===== src/rtl/fifo_arb_pkg.sv =====
// fifo_arb_pkg -- shared types and constants for the fifo write arbiter.
//   arbState_t   : arbiter state (ARB = free arbitration, LOCK = burst owned)
//   DEF_*        : default parameter values for fifo_wr_arbiter
//   COUNT_WIDTH  : width of the issued-beat counter (countOut)
package fifo_arb_pkg;

  typedef enum logic {
    ARB  = 1'b0,
    LOCK = 1'b1
  } arbState_t;

  localparam int DEF_NUM_REQ    = 4;
  localparam int DEF_DATA_WIDTH = 32;
  localparam int DEF_BURST_LEN  = 8;
  localparam int COUNT_WIDTH    = 16;

endpackage


===== src/rtl/fifo_wr_arbiter_rr_pick.sv =====
// rr_pick -- combinational round-robin picker.
// Ports:
//   reqVec   [NUM_REQ-1:0] in  : eligible requests
//   ptr      [PTR_W-1:0]   in  : index of the last winner
//   grantVec [NUM_REQ-1:0] out : one-hot winner (zero when no request)
//   winIdx   [PTR_W-1:0]   out : binary index of the winner (0 when none)
// The scan starts at ptr+1 and wraps, so the last winner has lowest priority.
module rr_pick
  import fifo_arb_pkg::*;
#(
  parameter int NUM_REQ = DEF_NUM_REQ,
  parameter int PTR_W   = $clog2(DEF_NUM_REQ)
) (
  input  logic [NUM_REQ-1:0] reqVec,
  input  logic [PTR_W-1:0]   ptr,
  output logic [NUM_REQ-1:0] grantVec,
  output logic [PTR_W-1:0]   winIdx
);

  logic             found;
  logic [PTR_W:0]   sum;
  logic [PTR_W-1:0] idx;

  always_comb begin
    grantVec = '0;
    winIdx   = '0;
    found    = 1'b0;
    sum      = '0;
    idx      = '0;
    for (int k = 1; k <= NUM_REQ; k++) begin
      // ptr < NUM_REQ and k <= NUM_REQ, so one subtraction gives the modulo.
      sum = {1'b0, ptr} + (PTR_W+1)'(k);
      if (sum >= (PTR_W+1)'(NUM_REQ)) begin
        sum = sum - (PTR_W+1)'(NUM_REQ);
      end
      idx = sum[PTR_W-1:0];
      if (!found && reqVec[idx]) begin
        found         = 1'b1;
        grantVec[idx] = 1'b1;
        winIdx        = idx;
      end
    end
  end

endmodule


===== src/rtl/fifo_wr_arbiter.sv =====
// fifo_wr_arbiter -- round-robin arbiter feeding a single fifo write port.
// Ports:
//   clkIn        in  : clock, rising edge
//   rstIn        in  : asynchronous active-high reset
//   reqDataIn    in  : requester i data at [i*DATA_WIDTH +: DATA_WIDTH]
//   reqValidIn   in  : per-requester valid
//   reqReadyOut  out : per-requester accept (at most one high, combinational)
//   wrDataOut    out : registered write word, holds last value
//   wrValidOut   out : single-cycle write strobe, one cycle after an accept
//   wrReadyIn    in  : fifo has space (fifo must provide >= 2 entries of skid)
//   grantOut     out : registered one-hot owner of the current write beat
//   countOut     out : total beats issued, wraps at 16 bits
// Build option: define ARB_BURST_LOCK_EN to lock arbitration onto a winner
// for up to BURST_LEN beats. Without it arbitration is per-beat round-robin.
module fifo_wr_arbiter
  import fifo_arb_pkg::*;
#(
  parameter int NUM_REQ    = DEF_NUM_REQ,
  parameter int DATA_WIDTH = DEF_DATA_WIDTH,
  parameter int BURST_LEN  = DEF_BURST_LEN
) (
  input  logic                          clkIn,
  input  logic                          rstIn,
  input  logic [NUM_REQ*DATA_WIDTH-1:0] reqDataIn,
  input  logic [NUM_REQ-1:0]            reqValidIn,
  output logic [NUM_REQ-1:0]            reqReadyOut,
  output logic [DATA_WIDTH-1:0]         wrDataOut,
  output logic                          wrValidOut,
  input  logic                          wrReadyIn,
  output logic [NUM_REQ-1:0]            grantOut,
  output logic [COUNT_WIDTH-1:0]        countOut
);

  localparam int PW = $clog2(NUM_REQ);

  logic [PW-1:0]          ptrReg;
  logic [NUM_REQ-1:0]     eligible;
  logic [NUM_REQ-1:0]     pickReq;
  logic [NUM_REQ-1:0]     pickGrant;
  logic [PW-1:0]          winIdx;
  logic                   xfer;
  logic [DATA_WIDTH-1:0]  selData;
  logic [DATA_WIDTH-1:0]  wrDataReg;
  logic                   wrValidReg;
  logic [NUM_REQ-1:0]     grantReg;
  logic [COUNT_WIDTH-1:0] countReg;

`ifdef ARB_BURST_LOCK_EN
  arbState_t     stateReg, stateNext;
  logic [PW-1:0] ownerReg, ownerNext;
  logic [7:0]    beatReg, beatNext;

  always_ff @(posedge clkIn or posedge rstIn) begin
    if (rstIn) begin
      stateReg <= ARB;
      ownerReg <= '0;
      beatReg  <= '0;
    end else begin
      stateReg <= stateNext;
      ownerReg <= ownerNext;
      beatReg  <= beatNext;
    end
  end

  // Eligibility kept apart from next-state so the picker sees no feedback.
  always_comb begin
    eligible = reqValidIn;
    if (stateReg == LOCK) begin
      eligible = reqValidIn & (NUM_REQ'(1) << ownerReg);
    end
  end

  always_comb begin
    stateNext = stateReg;
    ownerNext = ownerReg;
    beatNext  = beatReg;
    case (stateReg)
      ARB: begin
        if (xfer) begin
          ownerNext = winIdx;
          if (BURST_LEN > 1) begin
            stateNext = LOCK;
            beatNext  = 8'd1;
          end
        end
      end
      LOCK: begin
        // Owner going idle frees the bus even if the fifo is stalled.
        if (!reqValidIn[ownerReg]) begin
          stateNext = ARB;
          beatNext  = '0;
        end else if (xfer) begin
          beatNext = beatReg + 8'd1;
          if (beatNext == 8'(BURST_LEN)) begin
            stateNext = ARB;
            beatNext  = '0;
          end
        end
      end
      default: begin
        stateNext = ARB;
        beatNext  = '0;
      end
    endcase
  end
`else
  assign eligible = reqValidIn;
  wire unusedBurstLen = (BURST_LEN > 0);
`endif

  // Nothing is accepted while the fifo is full or reset is asserted.
  assign pickReq = eligible & {NUM_REQ{wrReadyIn & ~rstIn}};

  rr_pick #(
    .NUM_REQ (NUM_REQ),
    .PTR_W   (PW)
  ) uPick (
    .reqVec   (pickReq),
    .ptr      (ptrReg),
    .grantVec (pickGrant),
    .winIdx   (winIdx)
  );

  assign reqReadyOut = pickGrant;
  assign xfer        = |pickGrant;

  // One-hot AND-OR data mux driven by the grant.
  always_comb begin
    selData = '0;
    for (int i = 0; i < NUM_REQ; i++) begin
      if (pickGrant[i]) begin
        selData = selData | reqDataIn[i*DATA_WIDTH +: DATA_WIDTH];
      end
    end
  end

  always_ff @(posedge clkIn or posedge rstIn) begin
    if (rstIn) begin
      ptrReg     <= PW'(NUM_REQ - 1);
      wrDataReg  <= '0;
      wrValidReg <= 1'b0;
      grantReg   <= '0;
      countReg   <= '0;
    end else begin
      wrValidReg <= xfer;
      if (xfer) begin
        ptrReg    <= winIdx;
        wrDataReg <= selData;
        grantReg  <= pickGrant;
        countReg  <= countReg + COUNT_WIDTH'(1);
      end else begin
        grantReg <= '0;
      end
    end
  end

  assign wrDataOut  = wrDataReg;
  assign wrValidOut = wrValidReg;
  assign grantOut   = grantReg;
  assign countOut   = countReg;

endmodule


===== config.mk =====
export PLATFORM = sky130hd
export DESIGN_NAME = fifo_wr_arbiter
export DESIGN_NICKNAME = d
export VERILOG_FILES = /design/src/rtl/fifo_arb_pkg.sv /design/src/rtl/fifo_wr_arbiter_rr_pick.sv /design/src/rtl/fifo_wr_arbiter.sv
export SDC_FILE = /design/constraint.sdc
export NUM_CORES = 1
export LEC_CHECK = 0
export CORE_MARGIN = 3
export CORE_UTILIZATION = 35
export CTS_CLUSTER_DIAMETER = 60
export CTS_CLUSTER_SIZE = 8
export DETAILED_ROUTE_END_ITERATION = 10
export GPL_TIMING_DRIVEN = 0
export PLACE_DENSITY = 0.79
export SLEW_MARGIN = 10
export SYNTH_ARGS = -nofsm -noshare
export SYNTH_HDL_FRONTEND = slang
export SYNTH_HIERARCHICAL = 1
export SYNTH_SLANG_ARGS = --single-unit
export TNS_END_PERCENT = 50

===== constraint.sdc =====
create_clock -name clkIn -period 6.86 [get_ports clkIn]
set_clock_uncertainty 0.15 [all_clocks]
set_input_delay 1.029 -clock clkIn [delete_from_list [all_inputs] [get_ports clkIn]]
set_output_delay 1.029 -clock clkIn [all_outputs]
set_load 0.01 [all_outputs]

**Word-level counts from Yosys, hierarchy flattened**

Cells that the tools add are included.

- Add/subtract/negate cells: 9
- Magnitude comparators: 12
- Muxes and demuxes: 36
- Bitwise gates (word level): 9
- Reduce and logical (&&, ||, !) cells: 11

Operators by type and width:

| operator | count |
|---|---|
| $mux 32 | 4 |
| $or 32x32->32 | 3 |
| $mux 4 | 5 |
| $add 16x1->16 const B | 1 |
| $mux 2 | 8 |
| $ge 3x3->1 const B | 4 |
| $lt 2x3->1 const B | 4 |
| $or 4x4->4 | 3 |
| $mux 1 | 11 |
| $bmux 1 s2 | 4 |
| $demux 1 s2 | 4 |
| $ge 2x1->1 const B | 4 |
| $sub 2x1->2 const B | 4 |
| $logic_and 1x1->1 | 7 |
| $add 2x2->3 const B | 2 |
| $and 4x4->4 | 1 |
| $reduce_or 4->1 | 1 |
| $add 2x1->3 const B | 1 |
| $add 2x3->3 const B | 1 |
| $logic_not 1->1 | 3 |
| $and 1x1->1 | 1 |
| $not 1->1 | 1 |

- Flip-flop bits (word level): 55
- Logic and storage cells: 82

**Depth between registers and ports, before layout**

- Depth in word-level cells: 22
- Gate-level depth with buffers: 13
- Mapped depth without buffers: 10

**By module**

Netlist, hierarchy kept.

By module, submodules not included:

| module | instances | cells each | area each (µm²) |
|---|---|---|---|
| fifo_wr_arbiter | 1 | 260 | 2685.1 |
| rr_pick | 1 | 59 | 490.5 |

**Least setup slack after synthesis**

No wires, ideal clock.

- Path type: input-to-reg
- Start point: input port wrReadyIn
- End point: register countReg[5] (netlist: countOut[5])
- Setup time: 0.128 ns
- Arrival time: 3.689 ns
- Required time: 6.582 ns
- Path slack: 2.893 ns
- Stages on the path: 13
- Path through: nor2b_1 > and2_1 > buf_6 > mux4_2 > nand2_1 > o21ai_1 > a221o_1 > buf_6 > or4_4 > buf_6 > and3_4 > nor2b_4 > xor2_1

- Cells in the longest elaborated chain, start to end: 15

Ends and longest elaborated chain:

| item | RTL line | RTL |
|---|---|---|
| start, declared | fifo_wr_arbiter.sv:29 | `input logic wrReadyIn,` |
| $and 1x1->1 (*) | fifo_wr_arbiter.sv:112 | `assign pickReq = eligible & {NUM_REQ{wrReadyIn & ~rstIn}};` |
| $and 4x4->4 (*) | fifo_wr_arbiter.sv:112 |  |
| named net pickReq[2] | fifo_wr_arbiter.sv:38 | `logic [NUM_REQ-1:0] pickReq;` |
| $bmux 1 s2 | fifo_wr_arbiter_rr_pick.sv:37 | `if (!found && reqVec[idx]) begin` |
| $mux 1 (implied by the code) | fifo_wr_arbiter_rr_pick.sv:37 |  |
| $mux 1 | fifo_wr_arbiter_rr_pick.sv:37 |  |
| $logic_not 1->1 | fifo_wr_arbiter_rr_pick.sv:37 |  |
| $logic_and 1x1->1 | fifo_wr_arbiter_rr_pick.sv:37 |  |
| $mux 1 | fifo_wr_arbiter_rr_pick.sv:37 |  |
| $logic_not 1->1 | fifo_wr_arbiter_rr_pick.sv:37 |  |
| $logic_and 1x1->1 | fifo_wr_arbiter_rr_pick.sv:37 |  |
| $mux 1 | fifo_wr_arbiter_rr_pick.sv:37 |  |
| $logic_not 1->1 | fifo_wr_arbiter_rr_pick.sv:37 |  |
| $logic_and 1x1->1 | fifo_wr_arbiter_rr_pick.sv:37 |  |
| $mux 4 (*) | fifo_wr_arbiter_rr_pick.sv:37 |  |
| named net reqReadyOut[0] | fifo_wr_arbiter.sv:26 | `output logic [NUM_REQ-1:0] reqReadyOut,` |
| $reduce_or 4->1 (*) | fifo_wr_arbiter.sv:125 | `assign xfer = \|pickGrant;` |
| end signal, assigned | fifo_wr_arbiter.sv:150 | `countReg <= countReg + COUNT_WIDTH'(1);` |
| end, declared | fifo_wr_arbiter.sv:46 | `logic [COUNT_WIDTH-1:0] countReg;` |

The timed path passes the listed nets; every way through them passes the cells marked *. The select of a mux whose other input is x is not followed.
A chain may end at the register's enable or synchronous reset.

**Final worst setup path**

- Start point: input port wrReadyIn
- End point: output port reqReadyOut[1]

- Cells in the longest elaborated chain, start to end: 14

Ends and longest elaborated chain:

| item | RTL line |
|---|---|
| $and 1x1->1 (*) | fifo_wr_arbiter.sv:112 |
| $and 4x4->4 (*) | fifo_wr_arbiter.sv:112 |
| named net pickReq[3] | fifo_wr_arbiter.sv:38 |
| $bmux 1 s2 | fifo_wr_arbiter_rr_pick.sv:37 |
| $mux 1 (implied by the code) | fifo_wr_arbiter_rr_pick.sv:37 |
| $mux 1 | fifo_wr_arbiter_rr_pick.sv:37 |
| $logic_not 1->1 | fifo_wr_arbiter_rr_pick.sv:37 |
| $logic_and 1x1->1 | fifo_wr_arbiter_rr_pick.sv:37 |
| $mux 1 | fifo_wr_arbiter_rr_pick.sv:37 |
| $logic_not 1->1 | fifo_wr_arbiter_rr_pick.sv:37 |
| $logic_and 1x1->1 | fifo_wr_arbiter_rr_pick.sv:37 |
| $mux 1 | fifo_wr_arbiter_rr_pick.sv:37 |
| $logic_not 1->1 | fifo_wr_arbiter_rr_pick.sv:37 |
| $logic_and 1x1->1 | fifo_wr_arbiter_rr_pick.sv:37 |
| $mux 4 (*) | fifo_wr_arbiter_rr_pick.sv:37 |
| end, declared | fifo_wr_arbiter.sv:26 |

Marks and branches as above.

==> results.md <==
Floorplan:
- The area of the core is 0.008763 mm².
- between 150 and 200 I/O pins were placed.
- The number of cell rows is 34.
- The die extent in x is 101.3 µm.
- The die covers 0.01025 mm².
- Measured along the y axis, the die boundary spans 101.3 µm.
- The initial utilization of the core area, before any placement, comes to 36.24%.

Final layout:
- The number of diodes added for antenna fixing is 0.
- The post-layout instance count excluding filler cells is between 600 and 700.
- The area taken by flip-flops and latches is 0.001379 mm².
- Cells fill 60.91% of the core in the end.
- Compared with the post-synthesis result, the final layout area differs by 68.09%.
- The number of filler instances in the final layout is 753.
- Of the cells placed in the final design, the portion with a size suffix greater than 1 is 6.936%.
- The final design instance area without fill is ~0.0053 mm².
- In the final layout, the multi-input gates occupy 0.001600 mm².
- The total number of nets in the final design is 662.

Timing:
- The number of setup violations in the final report is 0.
- In the final timing run, aggregate negative setup slack is 0 ps.
- The final critical-path setup slack is between 2000 and 2500 ps.
- The final number of max-transition violations was 0.
- The hold violation total from the final report came to 0.
- Subtracting the final worst setup slack from the clock period gives 4763 ps.
- At the pin with the least slew margin, the transition time is 708.5 ps.
- The share of the clock period used by the worst path after layout is 69.43%.
- On the final layout, the worst hold slack is 326.3 ps.
- The worst pin sits at a relative slew slack of a little over half.
- The maximum clock rate is 210.0 MHz.
- Setup repair after global routing left no endpoint under its margin.

Synth:
- For this run, asynchronously set or reset flops after synthesis account for 100.0%.
- Of the synthesized area, sequential elements account for 43.42%.
- The main flop type after synthesis is sky130_fd_sc_hd__dfrtp_1.
- The mean post-synth cell area is 9.955 µm².
- The number of instances in the synthesized netlist is around 320.
- The synthesized design contains 0 enable-type register cells.
- The synthesis warning total is 6.
- The number of different library cells in the post-synthesis netlist is 46.
- The register bit total from synthesis is 55.
- The post-synthesis instance area is 0.003176 mm².
- Synthesis produced a netlist with a net count of roughly 460.

Placed design:
- The post-place setup slack is about 2000 ps.
- The congestion estimate from routability-driven global placement came to about 0.77.
- The area of placed instances is 0.005243 mm².
- The number of I/O port buffers is 191.
- In this run, placement finished with an instance count of slightly above 600.
- The HPWL reported at the end of detailed placement is 8978 µm.

Clock network:
- The number of post-CTS setup repair buffers is 0.
- The count of hold-fix buffers inserted at cts is 0.
- The number of H-tree levels is 2.
- TritonCTS built the clock tree.
- The clock latency on the worst-skew pair is 310 ps.
- The TritonCTS sink count is 55.
- In this run the clock root is driven by a sky130_fd_sc_hd__clkbuf_8.
- No sink is reached through more buffers than the 2 on the longest clock path.
- The clock transition at the register clock pins on the worst setup and hold paths after CTS is approximately 110 ps.
- The number of gates resized after CTS is 0.
- The number of buffers created by CTS is 5.

Power and ir drop:
- The leakage power is slightly above 2 nW.
- Dividing total power by cell area gives a power density of 484.2 mW/mm².
- The design draws 2.585 mW.
- The maximum ir drop on the vdd rail is 0.2359 mV.

Status:
- The run finished with clean final reports.

Route:
- Detailed routing inserted a total of 3409 vias.
- The number of DRC markers in iteration 0 is 105.
- Summed over all layers, the routed wires come to 11540 µm.
- The per-cell via count in the routed design is 5.437.
- Once detail routing completed, the nets flagged for antenna violations numbered 0.
- In the routed design, unresolved DRC markers number 0.
- The average wire length per cell after detail routing is 18.40 µm.
- The number of iterations in the first detailed-routing pass is 4.

Global routing:
- The via count of the first global-routing pass came to 3450.
- The number of antenna violations at the first check in global routing is 0.
- The total track usage is 21.51%.
- The first global-routing pass estimated 17440 µm of wire.
- The aggregate global routing overflow is 0.
- The maximum number of pins on one net before global-route repair is 37.

Setup path:
- The most repeated library cell on the critical path is sky130_fd_sc_hd__clkdlybuf4s50_1.
- The worst setup path is launched from an input port.
- For the worst setup path, the data required time is about 5700 ps.
- The critical path is of the in -> out type.
- STA puts the critical path data arrival time at 3580 ps.
- The maximum fanout count along the critical path is 9.
- Walking the worst path, the cells encountered are clkdlybuf4s50_1, nor2b_1, and2_1, buf_6, and3b_1, a21oi_1, o41ai_2, a221o_1, clkdlybuf4s50_1.
- The endpoint identified for the worst register-to-register timing path is wrDataOut[0].
- Among all stages on the critical path, the largest delay is contributed by sky130_fd_sc_hd__o41ai_2.
- The worst register-to-register path has a depth of 13.
- The slack of the worst reg-to-reg path is 2860 ps.
- The category of the worst setup path capture point is an output port.
- On the worst path, the slowest cell contributes a delay of 580 ps.
- In this run the critical register-to-register path is launched from ptrReg[0].

Flow run:
- The tool flagged a number of max-cap violations equal to 0.

Hold path:
- Along the worst hold path, the cell count comes to 1.
- The worst hold path terminates at countOut[15].
- The tightest min-delay check is of the reg -> reg type.
- The startpoint of the lowest-slack hold path is countOut[15].
-- cell usage in the layout, fill, tap and decap left out, types with 5 or more instances in the layout --
master / count
sky130_fd_sc_hd__a31oi_1: 32
sky130_fd_sc_hd__xnor2_1: 11
sky130_fd_sc_hd__a22oi_1: 65
sky130_fd_sc_hd__buf_6: 7
sky130_fd_sc_hd__clkdlybuf4s50_1: 191
sky130_fd_sc_hd__nand3_1: 5
sky130_fd_sc_hd__o21ai_1: 6
sky130_fd_sc_hd__nand2_1: 14
sky130_fd_sc_hd__ha_1: 9
sky130_fd_sc_hd__clkbuf_8: 5
sky130_fd_sc_hd__clkbuf_1: 22
sky130_fd_sc_hd__dfrtp_1: 53
sky130_fd_sc_hd__nor2_1: 34
-- Yosys cell counts (2+ instances only) --
cell type                  number  area (µm²)
sky130_fd_sc_hd__a22oi_1       65       488.0
sky130_fd_sc_hd__dfrtp_1       53        1326
sky130_fd_sc_hd__nor2_1        34       127.6
sky130_fd_sc_hd__a31oi_1       32       200.2
sky130_fd_sc_hd__clkbuf_1      22       82.58
sky130_fd_sc_hd__nand2_1       14       52.55
sky130_fd_sc_hd__xnor2_1       11       96.34
sky130_fd_sc_hd__ha_1           9       112.6
sky130_fd_sc_hd__buf_6          7       78.83
sky130_fd_sc_hd__o21ai_1        6       30.03
sky130_fd_sc_hd__inv_1          5       18.77
sky130_fd_sc_hd__nand3_1        5       25.02
sky130_fd_sc_hd__a221o_1        4       40.04
sky130_fd_sc_hd__and2_1         4       25.02
sky130_fd_sc_hd__mux2_2         4       45.04
sky130_fd_sc_hd__xor2_1         4       35.03
sky130_fd_sc_hd__nand4_1        3       18.77
sky130_fd_sc_hd__nor3_1         3       15.01
sky130_fd_sc_hd__a21oi_1        2       10.01
sky130_fd_sc_hd__and3_1         2       12.51
sky130_fd_sc_hd__and3b_1        2       17.52
sky130_fd_sc_hd__dfstp_2        2       52.55
sky130_fd_sc_hd__mux4_2         2       45.04
sky130_fd_sc_hd__o21ai_0        2       10.01
-- power breakdown --
part / internal [mW] / switching, mW
combinational: 0.829 / 0.976
sequential: 0.494 / 0.0939
clock: 0.0755 / 0.117
total: 1.40 / 1.19
-- state kept, by name (all words and copies together), names as in the netlist --
register,flops
countOut,16
grantOut,4
ptrReg,2
wrValidOut,1
wrDataOut,32
-- per-layer routing --
metal	up-vias	track usage (%)	wire length, µm
met5	-	0	0
li1	1600	-	-
met1	1646	26.47	4683
met4	0	3.272	56
met2	156	39.29	5838
met3	7	4.614	958
-- critical path, delay by kind of cell --
kind	cells	cell delay [ps]
AND/OR/NAND/NOR	3	490
buffers and inverters	3	1120
AO/OA/AOI/OAI	3	940
-- area by class of cell --
| class | count | area share (%) |
|---|---|---|
| Timing Repair Buffer | 192 | 36.19 |
| Multi-Input combinational cell | 227 | 29.98 |
| Sequential cell | 55 | 25.83 |
| Buffer | 31 | 3.258 |
| Tap cell | 108 | 2.532 |
| Clock buffer | 5 | 1.289 |
| Clock inverter | 3 | 0.4923 |
| Inverter | 6 | 0.4219 |
-- worst max-delay path by stage --
stage | start | slack, ps | endpoint
floorplan | wrReadyIn | 2890 | countOut[5]
CTS | wrReadyIn | 2080 | reqReadyOut[0]
global route | wrReadyIn | 1950 | reqReadyOut[1]
detailed placement | wrReadyIn | 2040 | countOut[11]
global placement | wrReadyIn | 2200 | reqReadyOut[0]
finish | wrReadyIn | 2100 | reqReadyOut[1]
-- cells by family (layout without fill, tap and decap cells) --
| kind of cell | count (synthesis) | count (layout) | synth area share [%] |
|---|---|---|---|
| AO/OA/AOI/OAI | 120 | 120 | 27.82 |
| XOR/XNOR | 15 | 15 | 4.137 |
| adder cells (fa/ha/maj) | 9 | 9 | 3.546 |
| buffers and inverters | 37 | 237 | 6.186 |
| flip-flops | 55 | 55 | 43.42 |
| multiplexers | 6 | 6 | 2.837 |
| AND/OR/NAND/NOR | 77 | 77 | 12.06 |
Power figures use the tool's default switching activity.
